[src/rtl/ctrl_pkg.sv]
// Shared encodings for the multi-cycle control unit: opcodes, ALU selects, FSM states.
// The HALT state only exists when CTRL_ILLEGAL_TRAP_EN is defined.
package ctrl_pkg;

    localparam logic [7:0] OP_LOADI = 8'd0;
    localparam logic [7:0] OP_MOV   = 8'd1;
    localparam logic [7:0] OP_ADD   = 8'd2;
    localparam logic [7:0] OP_SUB   = 8'd3;
    localparam logic [7:0] OP_AND   = 8'd4;
    localparam logic [7:0] OP_OR    = 8'd5;
    localparam logic [7:0] OP_J     = 8'd6;
    localparam logic [7:0] OP_BEQ   = 8'd7;
    localparam logic [7:0] OP_LWD   = 8'd8;
    localparam logic [7:0] OP_LWI   = 8'd9;
    localparam logic [7:0] OP_SWD   = 8'd10;
    localparam logic [7:0] OP_SWI   = 8'd11;

    localparam logic [2:0] ALU_FWD = 3'd0;
    localparam logic [2:0] ALU_ADD = 3'd1;
    localparam logic [2:0] ALU_AND = 3'd2;
    localparam logic [2:0] ALU_OR  = 3'd3;

    // ST_MERR is the single abort cycle after a memory timeout
    typedef enum logic [2:0] {
        ST_FETCH  = 3'd0,
        ST_DECODE = 3'd1,
        ST_EXEC   = 3'd2,
        ST_MEM    = 3'd3,
        ST_WB     = 3'd4,
        ST_MERR   = 3'd5
`ifdef CTRL_ILLEGAL_TRAP_EN
        ,
        ST_HALT   = 3'd6
`endif
    } state_t;

endpackage

[src/rtl/ctrl_decode.sv]
// Combinational opcode decode into the static (state-independent) control fields.
module ctrl_decode
    import ctrl_pkg::*;
#(
    parameter int OPCODE_W = 8,
    parameter int ALUOP_W  = 3
) (
    input  logic [OPCODE_W-1:0] opcode_s,
    output logic [ALUOP_W-1:0]  aluop_s,
    output logic                muxcomp_s,
    output logic                muximm_s,
    output logic                is_mem_s,
    output logic                is_load_s,
    output logic                is_branch_s,
    output logic                legal_s
);

    // Opcode table; anything not listed, including nonzero upper bits, is illegal
    always_comb begin
        aluop_s     = ALUOP_W'(ALU_FWD);
        muxcomp_s   = 1'b0;
        muximm_s    = 1'b0;
        is_mem_s    = 1'b0;
        is_load_s   = 1'b0;
        is_branch_s = 1'b0;
        legal_s     = 1'b1;
        case (opcode_s)
            OPCODE_W'(OP_LOADI): muximm_s = 1'b1;
            OPCODE_W'(OP_MOV):   aluop_s  = ALUOP_W'(ALU_FWD);
            OPCODE_W'(OP_ADD):   aluop_s  = ALUOP_W'(ALU_ADD);
            OPCODE_W'(OP_SUB): begin
                aluop_s   = ALUOP_W'(ALU_ADD);
                muxcomp_s = 1'b1;
            end
            OPCODE_W'(OP_AND):   aluop_s  = ALUOP_W'(ALU_AND);
            OPCODE_W'(OP_OR):    aluop_s  = ALUOP_W'(ALU_OR);
            OPCODE_W'(OP_J), OPCODE_W'(OP_BEQ): begin
                aluop_s     = ALUOP_W'(ALU_ADD);
                muxcomp_s   = 1'b1;
                is_branch_s = 1'b1;
            end
            OPCODE_W'(OP_LWD): begin
                is_mem_s  = 1'b1;
                is_load_s = 1'b1;
            end
            OPCODE_W'(OP_LWI): begin
                is_mem_s  = 1'b1;
                is_load_s = 1'b1;
                muximm_s  = 1'b1;
            end
            OPCODE_W'(OP_SWD):   is_mem_s = 1'b1;
            OPCODE_W'(OP_SWI): begin
                is_mem_s = 1'b1;
                muximm_s = 1'b1;
            end
            default:             legal_s  = 1'b0;
        endcase
    end

endmodule

[src/rtl/control_fsm.sv]
// Multi-cycle sequencing control unit: FETCH/DECODE/EXEC/MEM/WB with BUSYWAIT timeout.
// Optional feature CTRL_ILLEGAL_TRAP_EN adds the ILLEGAL output and a sticky HALT state.
module control_fsm
    import ctrl_pkg::*;
#(
    parameter int OPCODE_W    = 8,
    parameter int ALUOP_W     = 3,
    parameter int MEM_TIMEOUT = 255
) (
    input  logic                CLK,
    input  logic                RESET,
    input  logic [OPCODE_W-1:0] OPCODE,
    input  logic                INSTR_VALID,
    input  logic                ZERO,
    input  logic                BUSYWAIT,
    output logic                INSTR_READY,
    output logic [ALUOP_W-1:0]  ALUOP,
    output logic                WRITEENABLE,
    output logic                MUXCOMP,
    output logic                MUXIMM,
    output logic                MUXMEM,
    output logic                JUMP,
    output logic                BRANCH_TAKEN,
    output logic                READ,
    output logic                WRITE,
    output logic                PC_UPDATE,
    output logic                MEM_ERR
`ifdef CTRL_ILLEGAL_TRAP_EN
    ,
    output logic                ILLEGAL
`endif
);

    localparam bit TIMEOUT_EN = (MEM_TIMEOUT != 32'sd0);

    state_t              state_r, state_s;
    logic [OPCODE_W-1:0] ir_r, ir_s;
    logic [15:0]         cnt_r, cnt_s;
    logic                first_r, first_s;
    logic                illegal_r, illegal_s;

    logic [ALUOP_W-1:0]  aluop_s;
    logic                muxcomp_s, muximm_s, is_mem_s, is_load_s, is_branch_s, legal_s;
    logic                timeout_s;
    logic                datapath_s;

    ctrl_decode #(
        .OPCODE_W (OPCODE_W),
        .ALUOP_W  (ALUOP_W)
    ) u_decode (
        .opcode_s    (ir_r),
        .aluop_s     (aluop_s),
        .muxcomp_s   (muxcomp_s),
        .muximm_s    (muximm_s),
        .is_mem_s    (is_mem_s),
        .is_load_s   (is_load_s),
        .is_branch_s (is_branch_s),
        .legal_s     (legal_s)
    );

    // Abort once this busy cycle would bring the busy count up to the limit
    assign timeout_s = TIMEOUT_EN && (({1'b0, cnt_r} + 17'd1) >= 17'(MEM_TIMEOUT));

    // State, instruction and timeout registers with synchronous active-low reset
    always_ff @(posedge CLK) begin
        if (!RESET) begin
            state_r   <= ST_FETCH;
            ir_r      <= '0;
            cnt_r     <= 16'd0;
            first_r   <= 1'b0;
            illegal_r <= 1'b0;
        end else begin
            state_r   <= state_s;
            ir_r      <= ir_s;
            cnt_r     <= cnt_s;
            first_r   <= first_s;
            illegal_r <= illegal_s;
        end
    end

    // Next-state logic; the MEM entry cycle (first_r) can never leave MEM
    always_comb begin
        state_s   = state_r;
        ir_s      = ir_r;
        cnt_s     = cnt_r;
        first_s   = 1'b0;
        illegal_s = illegal_r;
        case (state_r)
            ST_FETCH: begin
                if (INSTR_VALID) begin
                    ir_s    = OPCODE;
                    state_s = ST_DECODE;
                end else begin
                    state_s = ST_FETCH;
                end
            end
            ST_DECODE: state_s = ST_EXEC;
            ST_EXEC: begin
                if (!legal_s) begin
`ifdef CTRL_ILLEGAL_TRAP_EN
                    illegal_s = 1'b1;
                    state_s   = ST_HALT;
`else
                    state_s   = ST_FETCH;
`endif
                end else if (is_mem_s) begin
                    cnt_s   = 16'd0;
                    first_s = 1'b1;
                    state_s = ST_MEM;
                end else begin
                    state_s = ST_FETCH;
                end
            end
            ST_MEM: begin
                if (BUSYWAIT && (cnt_r != 16'hFFFF)) begin
                    cnt_s = cnt_r + 16'd1;
                end else begin
                    cnt_s = cnt_r;
                end
                if (first_r) begin
                    state_s = ST_MEM;
                end else if (!BUSYWAIT) begin
                    state_s = is_load_s ? ST_WB : ST_FETCH;
                end else if (timeout_s) begin
                    state_s = ST_MERR;
                end else begin
                    state_s = ST_MEM;
                end
            end
            ST_WB:   state_s = ST_FETCH;
            ST_MERR: state_s = ST_FETCH;
`ifdef CTRL_ILLEGAL_TRAP_EN
            ST_HALT: state_s = ST_HALT;
`endif
            default: state_s = ST_FETCH;
        endcase
    end

    assign datapath_s = (state_r == ST_DECODE) || (state_r == ST_EXEC) ||
                        (state_r == ST_MEM)    || (state_r == ST_WB);

    // Output decode from the registered state and IR
    always_comb begin
        INSTR_READY  = 1'b0;
        ALUOP        = '0;
        WRITEENABLE  = 1'b0;
        MUXCOMP      = 1'b0;
        MUXIMM       = 1'b0;
        MUXMEM       = 1'b0;
        JUMP         = 1'b0;
        BRANCH_TAKEN = 1'b0;
        READ         = 1'b0;
        WRITE        = 1'b0;
        PC_UPDATE    = 1'b0;
        MEM_ERR      = 1'b0;
        if (datapath_s) begin
            ALUOP   = aluop_s;
            MUXCOMP = muxcomp_s;
            MUXIMM  = muximm_s;
        end else begin
            ALUOP   = '0;
        end
        case (state_r)
            ST_FETCH: INSTR_READY = 1'b1;
            ST_EXEC: begin
                if (!legal_s) begin
`ifdef CTRL_ILLEGAL_TRAP_EN
                    PC_UPDATE = 1'b0;
`else
                    PC_UPDATE = 1'b1;
`endif
                end else if (is_branch_s) begin
                    JUMP         = (ir_r == OPCODE_W'(OP_J));
                    BRANCH_TAKEN = (ir_r == OPCODE_W'(OP_BEQ)) && ZERO;
                    PC_UPDATE    = 1'b1;
                end else if (!is_mem_s) begin
                    WRITEENABLE = 1'b1;
                    PC_UPDATE   = 1'b1;
                end else begin
                    PC_UPDATE = 1'b0;
                end
            end
            ST_MEM: begin
                READ      = is_load_s;
                WRITE     = !is_load_s;
                PC_UPDATE = !is_load_s && !first_r && !BUSYWAIT;
            end
            ST_WB: begin
                WRITEENABLE = 1'b1;
                MUXMEM      = 1'b1;
                PC_UPDATE   = 1'b1;
            end
            ST_MERR: begin
                MEM_ERR   = 1'b1;
                PC_UPDATE = 1'b1;
            end
            default: INSTR_READY = 1'b0;
        endcase
    end

`ifdef CTRL_ILLEGAL_TRAP_EN
    assign ILLEGAL = illegal_r;
`endif

endmodule

[config.mk]
export PLATFORM = sky130hd
export DESIGN_NAME = control_fsm
export DESIGN_NICKNAME = d
export VERILOG_FILES = /design/src/rtl/ctrl_pkg.sv /design/src/rtl/ctrl_decode.sv /design/src/rtl/control_fsm.sv
export SDC_FILE = /design/constraint.sdc
export NUM_CORES = 1
export LEC_CHECK = 0
export CORE_MARGIN = 10
export CORE_UTILIZATION = 45
export DETAILED_ROUTE_END_ITERATION = 10
export PLACE_DENSITY = 0.79
export REMOVE_ABC_BUFFERS = 1
export SLEW_MARGIN = 5
export SYNTH_ARGS = -nofsm -noshare
export SYNTH_HDL_FRONTEND = slang
export SYNTH_SLANG_ARGS = --single-unit
[constraint.sdc]
create_clock -name CLK -period 3.8 [get_ports CLK]
set_input_delay 0.76 -clock CLK [delete_from_list [all_inputs] [get_ports CLK]]
set_output_delay 0.76 -clock CLK [all_outputs]
set_load 0.02 [all_outputs]
==> impl_metrics.yaml, run 1 <==
detailed_routing:
  dr.pass1.iters: 4
  drc: 0
  vias: 1665
  drtIter0Drc: 85
  viasPerCell: 5.64
  ant_nets: 0
  drt_wl_total_mm: 4.05
  routedWlPerCell_um: 13.7
clock_tree:
  clock_latency_ps: 270
  cts_num_sinks: 28
  cts_resized: 0
  cts_tree: "built"
  post_cts_buffers: 0
  cts_hold_buf: 0
  h-tree-depth: 1
  cts_root_buffer: "clkbuf_8"
  path_clk_slew_ps: 90
  cts_buffer_depth: 2
  cts_made_buffers: 3
floorplan:
  core.rowCount: 22
  io_pins: 27
  start_util_pct: 46.9
  die_area_sq_um: 6730
  fp.dieW_um: 82.0
  die_h_um: 82.0
  core_area_sq_um: 3690
pwr:
  ir_worst_vdd_mv: 0.199
  intPower_uw: 426
  p_comb_share_pct: 12.4
  power_leakage_nw: 0.687
  seqPwrFrac_pct: 54.8
  power_uw: 569
  swShare_pct: 25.1
  p_clk_share_pct: 32.8
  power.switching_uw: 143
  powerDensity_nw_per_um2: 279
critical_path:
  cp_common_cell: "clkdlybuf4s50_1"
  arrival_ps: 2410
  start_kind: "input port"
  worstPathRequired_ps: 3040
  crit_path_cell_trace: "clkdlybuf4s50_1, nor4_1, o31a_1, clkdlybuf4s50_1"
  path_buf_inv: 2
  slowest_stage: "clkdlybuf4s50_1"
  end_kind: "output port"
  cp_max_fo: 6
  critPathKind: "in2out"
  r2r_start: "cnt_r[0]$_SDFFE_PN0P_"
  startpoint: "BUSYWAIT"
  cp_top_family: "buffers and inverters"
  max_stage_delay_ps: 600
run:
  maxCapViolCount: 0
sta:
  finalHoldViolCount: 0
  setup_viol: 0
  worst_slack_ps: 629
  fin_setup_tns_ps: 0
  slew_headroom_pct: 56.7
  fin_crit_sh_pct: 83.4
  drv_slew: 0
  rsz0062_at_grt: "no"
  holdWs_ps: 468
  min_period_ps: 3170
  fmax_ghz: 0.315
  fin_skew_ps: 10.3
  max_slew.worst_pin.slew_ps: 650
cells_and_area:
  area_growth_pct: 17.7
  diodes: 0
  nets: 266
  drive_gt1_share_pct: 8.10
  final_cell_mix: "28 x nand2_1, 28 x dfxtp_1, 25 x clkdlybuf4s50_1"
  stdcell_area_sq_um: 2040
  fin_util_pct: 55.2
  stdcell_count: 295
grt:
  grt_max_degree: 17
  overflow: 0
  grt_pass1_wl_mm: 7.11
  grt.total_usage_pct: 12.8
  antenna_found_initial: 0
  grt_pass1_vias: 1584
synthesis:
  ys.flop_type: "dfxtp_1"
  ys.warnings.count: 0
  synth.distinct_cells: 48
  ys_ff_latch: 28
  avgSynthCellArea_sq_um: 7.62
  yosysSeqAreaShare_pct: 32.4
  synth_area_sq_um: 1730
  syn_inst: 227
  async_reset_ff_share_pct: 0
  synth_edf_count: 0
place:
  dpl.cell_count: 291
  dpl_worst_slack_ps: 631
  gp_congestion: 0.859
  hpwl_mm: 3.06
  port_buffers: 25
  placed_cell_area_sq_um: 1980
outcome:
  status: "completed"
worst_hold_path:
  hp-class: "reg2reg"
  min_from: "ir_r[7]$_SDFFE_PN0P_"
[kinds of logic (layout without fill, tap and decap cells)]
family	Yosys count	after routing	share of synthesized area, %
compound gates	62	62	23.0
xor+xnor	7	7	3.54
fa+ha+maj	5	5	3.62
buf+inv	16	36	4.92
flops	28	28	32.4
mux	1	1	0.578
other cells	1	1	0.217
simple gates	107	107	31.7
[worst paths after layout]
kind	to	slack (ps)	cells after the start
worst min register to register	ir_r[7]$_SDFFE_PN0P_	470	2
worst min-delay path	ir_r[7]$_SDFFE_PN0P_	470	2
worst max-delay path	PC_UPDATE	630	4
worst max register to register	cnt_r[15]$_SDFFE_PN0P_	1220	7
[area by class of cell]
cell class / instances / area, sq um
fillers: 362 / 1650
multi-input cells: 183 / 1080
flip-flops and latches: 28 / 561
repair buffers: 25 / 250
well taps: 48 / 60.1
clock buffers: 4 / 55.1
inverters: 7 / 26.3
[power by group through the flow]
| stage | combinational (mW) | clock [mW] | sequential, mW |
|---|---|---|---|
| 2_1_floorplan | 0.0410 | 0 | 0.315 |
| 3_3_place_gp | 0.0704 | 0 | 0.318 |
| 3_5_place_dp | 0.0708 | 0 | 0.318 |
| 4_1_cts | 0.0712 | 0.187 | 0.311 |
| 5_1_grt | 0.0787 | 0.199 | 0.313 |
| 6_report | 0.0707 | 0.186 | 0.312 |
[sequential cells by signal, summed over array words and instances (netlist names)]
register  cells
state_r       3
first_r       1
ir_r          8
cnt_r        16
[worst reg2reg max path: stages, from the launching register on]
cell	delay, ps
dfxtp_1	460
ha_1	270
and3_1	240
nand3_1	170
o211ai_2	540
and3_1	590
o21ai_2	120
o31ai_1	90
[synth_stat cells, types with 2 or more instances]
library cell / number / area, sq um
a21oi_1: 17 / 85.1
a31oi_1: 6 / 37.5
and2_1: 2 / 12.5
and3_1: 4 / 25.0
and3_2: 2 / 15.0
and4_1: 2 / 17.5
buf_2: 2 / 10.0
buf_4: 2 / 15.0
buf_6: 2 / 22.5
clkbuf_1: 3 / 11.3
dfxtp_1: 28 / 561
ha_1: 5 / 62.6
inv_1: 6 / 22.5
nand2_1: 28 / 105
nand2b_1: 3 / 18.8
nand3_1: 12 / 60.1
nand4_1: 2 / 12.5
nor2_1: 23 / 86.3
nor2b_1: 3 / 18.8
nor3_1: 9 / 45.0
nor4_1: 4 / 25.0
o21ai_0: 19 / 95.1
o21ai_2: 6 / 52.6
o31ai_1: 4 / 30.0
o41ai_1: 2 / 17.5
or3_1: 3 / 18.8
or4_1: 2 / 15.0
xnor2_1: 4 / 35.0
xor2_1: 3 / 26.3
[metal layers]
layer,GRT usage (%),up-vias,part of all wire [%]
li1,-,864,-
met4,2.72,0,0.57
met2,20.3,51,45
met1,15.4,746,45
met5,0,-,0
met3,6.00,4,9.0
Power figures use the tool's default switching activity.
==> run 2: changes to the inputs <==
clock period = 3.1 ns   (was 3.8 ns; I/O delays follow)
==> run 2 against run 1 <==
Non-clock buffer count grew 2. Via count grew 1.2%. Count of clock-buffer cells in the layout is the same. Core utilization grew 0.44 points.
==> impl_metrics.yaml, run 2 (synthesis gave the netlist of run 1 again) <==
cells_and_area:
  largest_register: "cnt_r"
  largest_register_ffs: 16
  diodes: 0
  final_cell_mix: "28 x nand2_1, 27 x dfxtp_1, 25 x clkdlybuf4s50_1"
  nets: 268
  area_growth_pct: 18.7
  stdcell_count: 297
  drive_gt1_share_pct: 9.24
  final_common_cell: "nand2_1"
  largestRegisters: "cnt_r (16), ir_r (8), state_r (3)"
clock_tree:
  h-tree-depth: 1
  cts_num_sinks: 28
  post_cts_buffers: 0
  clock_latency_ps: 280
  cts_tree: "built"
  cts_made_buffers: 3
  cts_hold_buf: 0
  cts_buffer_depth: 2
  path_clk_slew_ps: 100
  cts_resized: 0
  cts_root_buffer: "clkbuf_8"
critical_path:
  arrival_ps: 2270
  max_stage_delay_ps: 640
  regToRegEndpoint: "state_r[1]$_SDFF_PN0_"
  startpoint: "state_r[0]$_SDFF_PN0_"
  slowest_stage: "clkdlybuf4s50_1"
  cp_max_fo: 9
  reg2reg_depth: 7
  worstPathRequired_ps: 2480
  crit_path_cell_trace: "nor3_1, nand2b_1, or3_1, nor3b_1, clkdlybuf4s50_1"
  critPathCapture: "ALUOP[1]"
  rrSetupSlack_ps: 840
  r2r_start: "cnt_r[0]$_SDFFE_PN0P_"
  end_kind: "output port"
  start_kind: "register"
  critPathKind: "reg2out"
sta:
  min_period_ps: 2890
  holdWs_ps: 461
  slew_headroom_pct: 54.3
  fin_crit_sh_pct: 93.3
  drv_slew: 0
  fmax_ghz: 0.346
  fin_skew_ps: 12.1
  setup_viol: 0
  fin_setup_tns_ps: 0
  rsz0062_at_grt: "no"
  finalHoldViolCount: 0
  max_slew.worst_pin.slew_ps: 685
grt:
  grt.total_usage_pct: 12.9
  grt_pass1_vias: 1557
  overflow: 0
  grt_pass1_wl_mm: 7.02
  grt_max_degree: 16
  antenna_found_initial: 0
place:
  dpl.cell_count: 293
  gp_congestion: 0.879
  hpwl_mm: 3.07
  port_buffers: 25
detailed_routing:
  drc: 0
  ant_nets: 0
  dr.pass1.iters: 5
  vias: 1685
  viasPerCell: 5.67
  routedWlPerCell_um: 13.8
  drt_wl_total_mm: 4.09
  drtIter0Drc: 125
floorplan:
  start_util_pct: 46.9
  io_pins: 27
  core_area_sq_um: 3690
  die_h_um: 82.0
  core.rowCount: 22
  die_area_sq_um: 6730
  fp.dieW_um: 82.0
worst_hold_path:
  hp-class: "reg2reg"
run:
  maxCapViolCount: 0
pwr:
  power_uw: 698
  power_leakage_nw: 0.697
  powerDensity_nw_per_um2: 340
  ir_worst_vdd_mv: 0.188
outcome:
  status: "completed"
run 2: per-stage QoR:
stage / setup WS (ps) / area [sq um] / util, %
finish: 207 / 2050 / 55.7
global route: 70.9 / 2050 / 55.7
CTS: 174 / 2050 / 55.6
detailed placement: 352 / 2000 / 54.1
global placement: 391 / 2000 / 54.1
floorplan: 820 / 1670 / -
run 2: per-layer routing:
layer  vias up  track usage [%]  wire length, um
li1        862                -                -
met1       771             15.5             1870
met2        45             20.4             1830
met3         7             5.35              343
met4         0             4.08               55
met5         -                0                0
run 2: how the worst min path moves through the flow:
stage                          from              endpoint  slack, ps  cells past startpoint
6_report       ir_r[6]$_SDFFE_PN0P_  ir_r[6]$_SDFFE_PN0P_        460                      2
5_1_grt        ir_r[6]$_SDFFE_PN0P_  ir_r[6]$_SDFFE_PN0P_        490                      2
4_1_cts        ir_r[6]$_SDFFE_PN0P_  ir_r[6]$_SDFFE_PN0P_        460                      2
3_5_place_dp   ir_r[6]$_SDFFE_PN0P_  ir_r[6]$_SDFFE_PN0P_        450                      2
3_3_place_gp   ir_r[5]$_SDFFE_PN0P_  ir_r[5]$_SDFFE_PN0P_        450                      2
2_1_floorplan  ir_r[7]$_SDFFE_PN0P_  ir_r[7]$_SDFFE_PN0P_        440                      2
run 2: cell type report:
class / count / area, sq um
clock buffers: 4 / 55.1
fillers: 363 / 1640
inverters: 7 / 26.3
multi-input cells: 183 / 1080
flip-flops and latches: 28 / 562
well taps: 48 / 60.1
repair buffers: 27 / 265
run 2: critical path: cells and delay by family (launching register included):
| kind | cells | cell delay (ps) |
|---|---|---|
| simple gates | 4 | 870 |
| buf+inv | 1 | 640 |
| flops | 1 | 480 |
run 2: power breakdown:
group          total [mW]  internal, mW  switching, mW
combinational      0.0879        0.0404         0.0475
sequential          0.382         0.369         0.0126
clock               0.229         0.114          0.115
total               0.698         0.523          0.175
